`config.mk`:
```
export PLATFORM = sky130hd
export DESIGN_NAME = mc_ctrl
export DESIGN_NICKNAME = d
export VERILOG_FILES = /design/src/rtl/mc_pkg.sv /design/src/rtl/mc_decode.sv /design/src/rtl/mc_ctrl.sv
export SDC_FILE = /design/constraint.sdc
export NUM_CORES = 1
export LEC_CHECK = 0
export ABC_AREA = 1
export CAP_MARGIN = 5
export CORE_MARGIN = 10
export CORE_UTILIZATION = 54
export CTS_CLUSTER_SIZE = 14
export DETAILED_ROUTE_END_ITERATION = 10
export GPL_TIMING_DRIVEN = 0
export PLACE_DENSITY = 0.86
export SETUP_SLACK_MARGIN = 0.1
export SYNTH_ARGS = -nofsm -noshare
export SYNTH_HDL_FRONTEND = slang
export SYNTH_HIERARCHICAL = 1
export SYNTH_SLANG_ARGS = --single-unit
```
`constraint.sdc`:
```
create_clock -name clk -period 2.8 [get_ports clk]
set_input_delay 0.42 -clock clk [delete_from_list [all_inputs] [get_ports clk]]
set_output_delay 0.42 -clock clk [all_outputs]
set_load 0.01 [all_outputs]
```
`src/rtl/mc_pkg.sv`:
```
// Shared encodings for the multicycle MIPS-subset controller: FSM states,
// opcode/funct values, ALU operations, mux select codes and the decoded
// instruction class.
package mc_pkg;

  typedef enum logic [2:0] {
    ST_FETCH  = 3'd0,
    ST_DECODE = 3'd1,
    ST_EXEC   = 3'd2,
    ST_MEM    = 3'd3,
    ST_WB     = 3'd4,
    ST_ERR    = 3'd7
  } state_e;

  // Primary opcodes (IR[31:26])
  localparam logic [5:0] OP_RTYPE = 6'h00;
  localparam logic [5:0] OP_JAL   = 6'h03;
  localparam logic [5:0] OP_BEQ   = 6'h04;
  localparam logic [5:0] OP_ORI   = 6'h0D;
  localparam logic [5:0] OP_LUI   = 6'h0F;
  localparam logic [5:0] OP_LW    = 6'h23;
  localparam logic [5:0] OP_SW    = 6'h2B;

  // R-type function codes (IR[5:0])
  localparam logic [5:0] FN_NOP   = 6'h00;
  localparam logic [5:0] FN_JR    = 6'h08;
  localparam logic [5:0] FN_ADDU  = 6'h21;
  localparam logic [5:0] FN_SUBU  = 6'h23;

  // ALU operations
  localparam logic [1:0] ALU_ADD  = 2'd0;
  localparam logic [1:0] ALU_SUB  = 2'd1;
  localparam logic [1:0] ALU_OR   = 2'd2;
  localparam logic [1:0] ALU_LUI  = 2'd3;

  // Register-file destination select
  localparam logic [1:0] REGDST_RT = 2'd0;
  localparam logic [1:0] REGDST_RD = 2'd1;
  localparam logic [1:0] REGDST_RA = 2'd2;

  // Register-file write-data select
  localparam logic [1:0] WD_ALU   = 2'd0;
  localparam logic [1:0] WD_MEM   = 2'd1;
  localparam logic [1:0] WD_PC    = 2'd2;

  // Next-PC select
  localparam logic [1:0] NPC_PC4  = 2'd0;
  localparam logic [1:0] NPC_BR   = 2'd1;
  localparam logic [1:0] NPC_JAL  = 2'd2;
  localparam logic [1:0] NPC_JR   = 2'd3;

  // One-hot instruction class; all-zero means the encoding is illegal
  typedef struct packed {
    logic addu;
    logic subu;
    logic jr;
    logic nop;
    logic ori;
    logic lui;
    logic lw;
    logic sw;
    logic beq;
    logic jal;
  } cls_t;

  function automatic logic cls_legal(input cls_t c);
    return |c;
  endfunction

endpackage

```
`src/rtl/mc_decode.sv`:
```
// Combinational opcode/funct classifier producing a one-hot instruction class.
module mc_decode
  import mc_pkg::*;
(
  input  logic [5:0] opcode,
  input  logic [5:0] funct,
  output cls_t       cls
);

  // Map the instruction fields onto exactly one class bit (or none if illegal)
  always_comb begin
    cls = '0;
    case (opcode)
      OP_RTYPE: begin
        case (funct)
          FN_ADDU: cls.addu = 1'b1;
          FN_SUBU: cls.subu = 1'b1;
          FN_JR:   cls.jr   = 1'b1;
          FN_NOP:  cls.nop  = 1'b1;
          default: ;
        endcase
      end
      OP_ORI:  cls.ori = 1'b1;
      OP_LUI:  cls.lui = 1'b1;
      OP_LW:   cls.lw  = 1'b1;
      OP_SW:   cls.sw  = 1'b1;
      OP_BEQ:  cls.beq = 1'b1;
      OP_JAL:  cls.jal = 1'b1;
      default: ;
    endcase
  end

endmodule

```
`src/rtl/mc_ctrl.sv`:
```
// Multicycle controller: state register, retired-instruction counter, sticky
// illegal flag and the per-state datapath strobe/select decode.
module mc_ctrl
  import mc_pkg::*;
(
  input  logic        clk,
  input  logic        reset,
  input  logic [5:0]  opcode,
  input  logic [5:0]  funct,
  input  logic        zero,
  input  logic        mem_busy,
  output logic        pc_we,
  output logic        ir_we,
  output logic        reg_we,
  output logic        mem_we,
  output logic        mem_req,
  output logic [1:0]  regdst_sel,
  output logic [1:0]  wd_sel,
  output logic [1:0]  npc_sel,
  output logic        alusrc_b,
  output logic        ext_op,
  output logic [1:0]  alu_op,
  output logic [2:0]  state,
  output logic        retire,
  output logic [31:0] icount,
  output logic        illegal
);

  state_e      state_q, state_d;
  logic [31:0] icount_q, icount_d;
  logic        illegal_q, illegal_d;
  cls_t        cls;

  // The IR holds the instruction from DECODE onward, so the class stays valid
  mc_decode u_decode (
    .opcode (opcode),
    .funct  (funct),
    .cls    (cls)
  );

  // State, counter and sticky flag; reset abandons any instruction in flight
  always_ff @(posedge clk or negedge reset) begin
    if (!reset) begin
      state_q   <= ST_FETCH;
      icount_q  <= '0;
      illegal_q <= 1'b0;
    end else begin
      state_q   <= state_d;
      icount_q  <= icount_d;
      illegal_q <= illegal_d;
    end
  end

  // Next-state selection following each instruction class's path
  always_comb begin
    state_d = state_q;
    case (state_q)
      ST_FETCH:  state_d = ST_DECODE;
      ST_DECODE: begin
        if (!cls_legal(cls))   state_d = ST_ERR;
        else if (cls.nop)      state_d = ST_FETCH;
        else if (cls.jal)      state_d = ST_WB;
        else                   state_d = ST_EXEC;
      end
      ST_EXEC: begin
        if (cls.beq || cls.jr)     state_d = ST_FETCH;
        else if (cls.lw || cls.sw) state_d = ST_MEM;
        else                       state_d = ST_WB;
      end
      ST_MEM: begin
        if (mem_busy)    state_d = ST_MEM;
        else if (cls.lw) state_d = ST_WB;
        else             state_d = ST_FETCH;
      end
      ST_WB:   state_d = ST_FETCH;
      ST_ERR:  state_d = ST_ERR;
      // Unused encodings are treated as a fault and parked in ERR
      default: state_d = ST_ERR;
    endcase
  end

  // Retire marks the last cycle of an instruction; the counter wraps naturally
  always_comb begin
    retire    = (state_d == ST_FETCH);
    icount_d  = retire ? icount_q + 32'd1 : icount_q;
    illegal_d = illegal_q | ((state_q == ST_DECODE) && !cls_legal(cls));
  end

  // Datapath strobes and selects, decoded from state and instruction class
  always_comb begin
    pc_we      = 1'b0;
    ir_we      = 1'b0;
    reg_we     = 1'b0;
    mem_we     = 1'b0;
    mem_req    = 1'b0;
    regdst_sel = REGDST_RT;
    wd_sel     = WD_ALU;
    npc_sel    = NPC_PC4;
    alusrc_b   = 1'b0;
    ext_op     = 1'b0;
    alu_op     = ALU_ADD;
    case (state_q)
      ST_FETCH: begin
        ir_we   = 1'b1;
        pc_we   = 1'b1;
        npc_sel = NPC_PC4;
      end
      ST_EXEC: begin
        if (cls.subu || cls.beq) alu_op = ALU_SUB;
        else if (cls.ori)        alu_op = ALU_OR;
        else if (cls.lui)        alu_op = ALU_LUI;
        else                     alu_op = ALU_ADD;
        alusrc_b = cls.ori | cls.lui | cls.lw | cls.sw;
        ext_op   = cls.lw | cls.sw | cls.beq;
        if (cls.beq && zero) begin
          pc_we   = 1'b1;
          npc_sel = NPC_BR;
        end
        if (cls.jr) begin
          pc_we   = 1'b1;
          npc_sel = NPC_JR;
        end
      end
      ST_MEM: begin
        mem_req = cls.lw | cls.sw;
        mem_we  = cls.sw;
      end
      ST_WB: begin
        reg_we = 1'b1;
        if (cls.addu || cls.subu) regdst_sel = REGDST_RD;
        else if (cls.jal)         regdst_sel = REGDST_RA;
        else                      regdst_sel = REGDST_RT;
        if (cls.lw)       wd_sel = WD_MEM;
        else if (cls.jal) wd_sel = WD_PC;
        else              wd_sel = WD_ALU;
        if (cls.jal) begin
          pc_we   = 1'b1;
          npc_sel = NPC_JAL;
        end
      end
      default: ;
    endcase
  end

  assign state   = state_q;
  assign icount  = icount_q;
  assign illegal = illegal_q;

endmodule

```
==> summary.txt, run 1 <==
CTS
  • Worst skew pair latency: 0.29 ns
  • Root buffer cell: clkbuf_8
  • CTS H-tree depth: 2
  • Worst-path clk slew: 0.07 ns
  • CTS tree: yes
  • Max Buffers Root-to-Sink: 2
  • Total clock sinks: 36
  • Num CTS Buffers: 5

Timing
  • Setup violators final: 0
  • Setup TNS: 0 ns
  • Setup WS post-layout: 0.228 ns
  • Post-route clock period utilization: 91.9%
  • Slew Limit Headroom: 47.3%
  • Slew @ Worst Pin: 0.791 ns
  • Max Transition Viols Final: 0
  • Clk_skew: 0.00732 ns
  • Fin. Hold Viols: 0
  • Unrepaired setup endpoints after global routing: true
  • Tmin final: 2.57 ns
  • FMAX: 389 MHz

Power
  • Leakage: 0.00168 uW
  • VDD IR max: 596 uV
  • Pwr dens: 588 mW/mm^2

Drt
  • Met2 Wirelength: 4240 um
  • Final wirelength: 8810 um
  • Highest Signal Layer: met4
  • Detailed Route Iter0 Violations: 254
  • First-pass DRT Iterations: 6
  • Vias per cell: 5.26
  • Drt wl/cell: 14.1 um
  • Post-route DRC: 0
  • Routed Antenna Nets: 0
  • Met1 WL: 3580 um
  • Met3 wire length: 821 um
  • Vias: 3295

Die
  • I/O Pins: 68
  • Initial Utilization: 55.7%
  • Die area: 0.00858 mm^2
  • Die Y: 92.6 um
  • # rows: 26
  • CORE AREA: 0.00511 mm^2
  • Die X-Extent: 92.6 um

Layout
  • Antenna diode count: 0
  • Post-route design area: 0.00378 mm^2
  • Area growth, synth to finish: 32.7%
  • Layout cells sized above 1: 9.16%
  • Fin nets: 574
  • End-of-flow core utilization: 74.0%

Global route
  • Vias in the first global route: 3215
  • Total congestion overflow: 0
  • Pin count of the biggest net entering global routing: 37
  • GRT Overall Usage: 20.6%
  • First-pass GRT wire length: 14700 um
  • Initial antenna violation count: 0

Placement
  • RePlAce Congestion: 0.941
  • Worst Setup Slack post-DPL: -0.616 ns
  • DP Wirelength: 6680 um
  • PortBufs: 67
  • Post-DP Area: 0.00360 mm^2

Logic synthesis
  • Mapped Area: 0.00285 mm^2
  • Synth Register Bits: 36
  • Sequential-to-total area share from yosys stat: 31.6%
  • Distinct cell type count after synthesis: 28
  • Syn_nets: 493
  • Number of cells produced by synthesis: 476
  • Commonest cells in the netlist: nand2_1 (194), nor2_1 (89), nand3_1 (58)
  • Top cell type's share of synthesized area: 31.6%
  • Synthesized area per cell: 5.98 um^2
  • Ranking of synthesized cells by area: dfrtp_1 (32%), nand2_1 (26%), nor2_1 (12%), nand3_1 (10%), inv_1 (6.1%)
  • EDFF count, synth: 0
  • Most used DFF post-synth: dfrtp_1
  • Most common cell in the netlist: nand2_1
  • Fraction of registers with async set/reset: 100%
  • Yosys Warn Count: 6
  • Cell taking the most area after synthesis: dfrtp_1

Hold path
  • Worst hold-check path type: input pin to async pin

Worst setup path
  • Worst path arrival time: 2.15 ns
  • CP Class: input pin to output pin
  • Worst path required time: 2.38 ns
  • Worst Setup End Kind: output pin
  • Worst setup SP type: input pin
  • Crit path max fanout: 10

Run status
  • Status: finished, final reports clean

Run
  • MaxCap Viol Count: 0
[flip-flops by register name (all words and copies together), names as in the netlist]
register and flops:
icount 32, state 3, illegal 1
[power by group]
part           internal [uW]  switching (uW)  leakage (uW)
Combinational            446             704       0.00114
Clock                    219             189     0.0000503
Sequential               573            91.2      0.000487
Total                   1240             984       0.00168
[worst max-delay path, stage by stage]
cell and delay (ns):
clkdlybuf4s50_1 0.44, nor2_1 0.14, nand3_1 0.13, nor2_4 0.12, inv_1 0.06, nand2_1 0.06
nor2_1 0.04, nand2_1 0.10, nand4_2 0.12, nor2_4 0.15, nand2_4 0.07, buf_6 0.14
inv_1 0.04, buf_2 0.12
[what timing repair did]
item	4_1_cts	5_1_grt
pin swaps	9	3
hold buffers	0	0
gates resized for setup	22	2
endpoints found under the setup margin	2	3
setup buffers	6	1
[cell families after synthesis]
kind of cell,after synthesis,share of synthesized area [%]
AOI/OAI and AO/OA,11,2.02
adders and majority gates,1,0.439
DFF,36,31.6
xor gates and xnor gates,10,3.08
and+or+nand+nor,361,54.0
buffers and inverters,57,8.84
[routing by layer]
metal  global-route usage [%]  up-vias
met2                     35.4      152
met5                        0        -
met1                     23.4     1487
met4                     7.97        0
met3                     6.46       18
li1                         -     1638
[stage by stage]
step	power, uW	hold slack, ns	cells
after floorplan	1340	0.124	476
after global placement	1710	0.455	613
after detailed placement	1730	0.462	613
after CTS	2200	0.234	626
after global routing	2370	0.269	627
final	2220	0.207	627
[placed cells by master (no fill, tap or decap)]
cell type and count:
a211oi_1 1, a21oi_1 4, and3_2 1, buf_2 5, buf_4 10, buf_6 3
clkbuf_8 7, clkdlybuf4s50_1 57, dfrtp_1 36, dlygate4sd2_1 7, dlymetal6s2s_1 1, ha_1 1
inv_1 46, inv_2 2, nand2_1 191, nand2_2 3, nand2_4 1, nand3_1 57
nand3_2 2, nand3_4 1, nand4_1 3, nand4_2 1, nor2_1 84, nor2_2 5
nor2_4 6, nor3_1 1, nor3_2 2, nor3_4 1, nor4_1 1, o21ai_0 6
or2_2 1, xnor2_1 8, xor2_1 2
[layout make-up]
class,count,area (um^2)
Sequential cell,36,901
Clock buffer,7,96.3
Multi-Input combinational cell,383,1730
Fill cell,425,1330
Timing Repair Buffer,74,707
Inverter,48,180
Buffer,9,71.3
Tap cell,70,87.6
[path summary, 6_finish.rpt]
kind	start	endpoint	slack (ns)	cells past startpoint
setup / recovery	funct[4]	retire	0.23	14
max in group asynchronous	reset	icount[23]	2.10	1
setup reg to reg	icount[0]	icount[16]	0.69	9
min in group clk	illegal	illegal	0.48	1
hold / removal	reset	icount[8]	0.21	1
hold reg to reg	illegal	illegal	0.48	1
No activity file was read; power rests on OpenSTA's default activity.
==> run 2, diff against run 1 <==
- SLEW_MARGIN: default -> 30
==> summary.txt, run 2 (synthesis results as in run 1) <==
Placement
  • Post-DP Area: 0.00363 mm^2 (+0.76%)
  • PortBufs: 67 (unchanged)
  • DP Wirelength: 6780 um (+1.5%)
  • RePlAce Congestion: 0.941 (unchanged)

Timing
  • Setup violators final: 0 (unchanged)
  • Tmin final: 2.62 ns (+0.0482 ns)
  • Post-route clock period utilization: 93.6% (+1.7 points)
  • Slew Limit Headroom: 66.7% (+19 points)
  • Max Transition Viols Final: 0 (unchanged)
  • Clk_skew: 0.00698 ns (-0.000346 ns)
  • Fin. Hold Viols: 0 (unchanged)
  • Unrepaired setup endpoints after global routing: true
  • FMAX: 382 MHz (-1.8%)
  • Slew @ Worst Pin: 0.497 ns (-0.293 ns)

Global route
  • GRT Overall Usage: 20.2% (-0.41 points)
  • GR peak layer: met2
  • Initial antenna violation count: 0 (unchanged)
  • Pin count of the biggest net entering global routing: 20 (-46%)
  • M1 GR Usage: 23.9% (+0.50 points)
  • Vias in the first global route: 3203 (-0.37%)
  • Met2 global-route usage: 34.3% (-1.1 points)
  • Met3 GRT Util: 5.73% (-0.73 points)
  • First-pass GRT wire length: 14500 um (-1.2%)
  • Total congestion overflow: 0 (unchanged)

Die
  • Initial Utilization: 55.7% (unchanged)
  • I/O Pins: 68 (unchanged)
  • # rows: 26 (unchanged)
  • Die area: 0.00858 mm^2 (unchanged)
  • CORE AREA: 0.00511 mm^2 (unchanged)
  • Die Y: 92.6 um (unchanged)
  • Die X-Extent: 92.6 um (unchanged)

Drt
  • First-pass DRT Iterations: 5 (-1)
  • Post-route DRC: 0 (unchanged)
  • Vias per cell: 5.22 (-0.70%)
  • Routed Antenna Nets: 0 (unchanged)
  • Drt wl/cell: 13.5 um (-3.9%)
  • Vias: 3272 (-0.70%)
  • Detailed Route Iter0 Violations: 216 (-15%)
  • Final wirelength: 8470 um (-3.9%)

Worst setup path
  • Worst setup SP type: input pin
  • Worst Setup End Kind: output pin
  • Worst R2R Setup Slack: 0.73 ns (+0.04 ns)
  • Max stage delay on crit path: 0.46 ns (+0.02 ns)
  • Worst path arrival time: 2.20 ns (+0.05 ns)
  • CP startpoint: funct[1]
  • Crit path max fanout: 10 (unchanged)
  • Crit-path leading delay family: simple AND/OR/NAND/NOR gates
  • Worst-path cell chain: clkdlybuf4s50_1 > nor2_2 > nand3_1 > nor2_4 > inv_1 > nand2_1 > nor2_1 > nand2_1 > nand4_2 > nor2_4 > nand2_4 > buf_6 > inv_1 > buf_2
  • Worst R2R Path Depth: 10 (+1)
  • CP Class: input pin to output pin
  • Worst path required time: 2.38 ns (about the same)
  • FF-to-FF End: icount[24]
  • Reg2reg start: icount[0]
  • Worst Path Buf+Inv: 5 (unchanged)
  • Slowest CP cell: clkdlybuf4s50_1

Power
  • Leakage: 0.00168 uW (+0.32%)
  • Net switching power: 972 uW (-1.2%)
  • Internal power: 1270 uW (+2.8%)
  • Total Power: 2240 uW (+1.0%)
  • Sequential Power Share: 29.5% (-0.4 points)
  • Clock power share: 20.7% (+2.3 points)
  • Combinational fraction of design power: 49.8% (-1.9 points)
  • Sw frac: 43.3% (-0.99 points)
  • VDD IR max: 557 uV (-6.6%)
  • Pwr dens: 591 mW/mm^2 (+0.42%)

Layout
  • Max reg flops: 32 (unchanged)
  • Layout cells sized above 1: 8.80% (-0.36 points)
  • Commonest non-fill, non-tap cell in the layout: nand2_1
  • Antenna diode count: 0 (unchanged)
  • Most frequent cells in the layout: nand2_1 (192), nor2_1 (84), clkdlybuf4s50_1 (58)
  • Post-route design area: 0.00380 mm^2 (+0.60%)
  • Fin nets: 573 (-0.17%)
  • Area growth, synth to finish: 33.5%

CTS
  • Worst skew pair latency: 0.30 ns (about the same)
  • CTS tree: yes
  • Root buffer cell: clkbuf_8
  • CTS Hold Bufs: 0 (unchanged)
  • Max Buffers Root-to-Sink: 2 (unchanged)
  • Num CTS Buffers: 5 (unchanged)
  • CTS H-tree depth: 2 (unchanged)
  • Worst-path clk slew: 0.07 ns (about the same)
  • Total clock sinks: 36 (unchanged)

Run status
  • Status: finished, final reports clean

Hold path
  • Worst hold-check path type: input pin to async pin

Run
  • MaxCap Viol Count: 0 (unchanged)
run 2: cell types whose count changed in the layout (fill, tap and decap cells not counted), sizes merged:
| cell | change |
|---|---|
| clkinv | +1 |
| clkdlybuf4s50 | +1 |
| buf | -1 |
| dlygate4sd2 | -1 |
| clkbuf | -1 |
| bufinv | +1 |
run 2: power groups by stage:
| stage | clock, uW | sequential, uW | combinational (uW) |
|---|---|---|---|
| 3_5_place_dp | 0 | 668 | 1060 |
| 2_1_floorplan | 0 | 676 | 661 |
| 5_1_grt | 500 | 673 | 1230 |
| 3_3_place_gp | 0 | 665 | 1040 |
| 6_report | 464 | 662 | 1120 |
| 4_1_cts | 474 | 659 | 1120 |
run 2: timing repair:
item,4_1_cts,5_1_grt
gates resized for setup,20,2
endpoints found under the setup margin,2,5
pin swaps,9,1
setup buffers,5,0
run 2: routing by layer:
| metal | wire [um] | vias up |
|---|---|---|
| li1 | - | 1636 |
| met1 | 3490 | 1480 |
| met2 | 4040 | 138 |
| met3 | 746 | 18 |
| met4 | 191 | 0 |
| met5 | 0 | - |
run 2: cell type report:
type                    count  area [um^2]
inverters                  48          180
clock inverters             2         35.0
repair buffers             73          721
plain buffers               9         71.3
clock buffers               6         72.6
well taps                  70         87.6
flip-flops and latches     36          901
fillers                   431         1310
multi-input cells         383         1730
run 2: metrics by stage:
step / utilization, % / hold slack, ns / instances / setup TNS (ns) / worst slack, ns
after floorplan: - / 0.124 / 476 / 0 / 0.679
after global placement: 70.6 / 0.455 / 613 / -0.550 / -0.550
after detailed placement: 71.0 / 0.393 / 614 / -0.607 / -0.607
after CTS: 74.3 / 0.0655 / 627 / 0 / 0.157
after global routing: 74.4 / 0.0819 / 627 / 0 / 0.0639
final: 74.4 / 0.0638 / 627 / 0 / 0.180
run 2: worst max path at each step:
stage | cells past startpoint | slack [ns] | to
after floorplan | 12 | 0.68 | retire
after global placement | 14 | -0.55 | retire
after detailed placement | 13 | -0.61 | retire
after CTS | 11 | 0.16 | pc_we
after global routing | 14 | 0.06 | retire
final | 14 | 0.18 | retire
run 2: worst register-to-register path: cells and delay by family (launching register included):
kind          cells  cell delay (ns)
buf+inv           2             0.26
fa+ha+maj         1             0.31
simple gates      7             0.91
flops             1             0.50
==> run 3, diff against run 2 <==
- ABC_CLOCK_PERIOD_IN_PS: default -> 2800
- CAP_MARGIN: 5 -> 20
- SLEW_MARGIN: 30 -> 5
==> results of run 3 <==
Same layout as run 1: the final DEF is identical, and so are final timing and power.
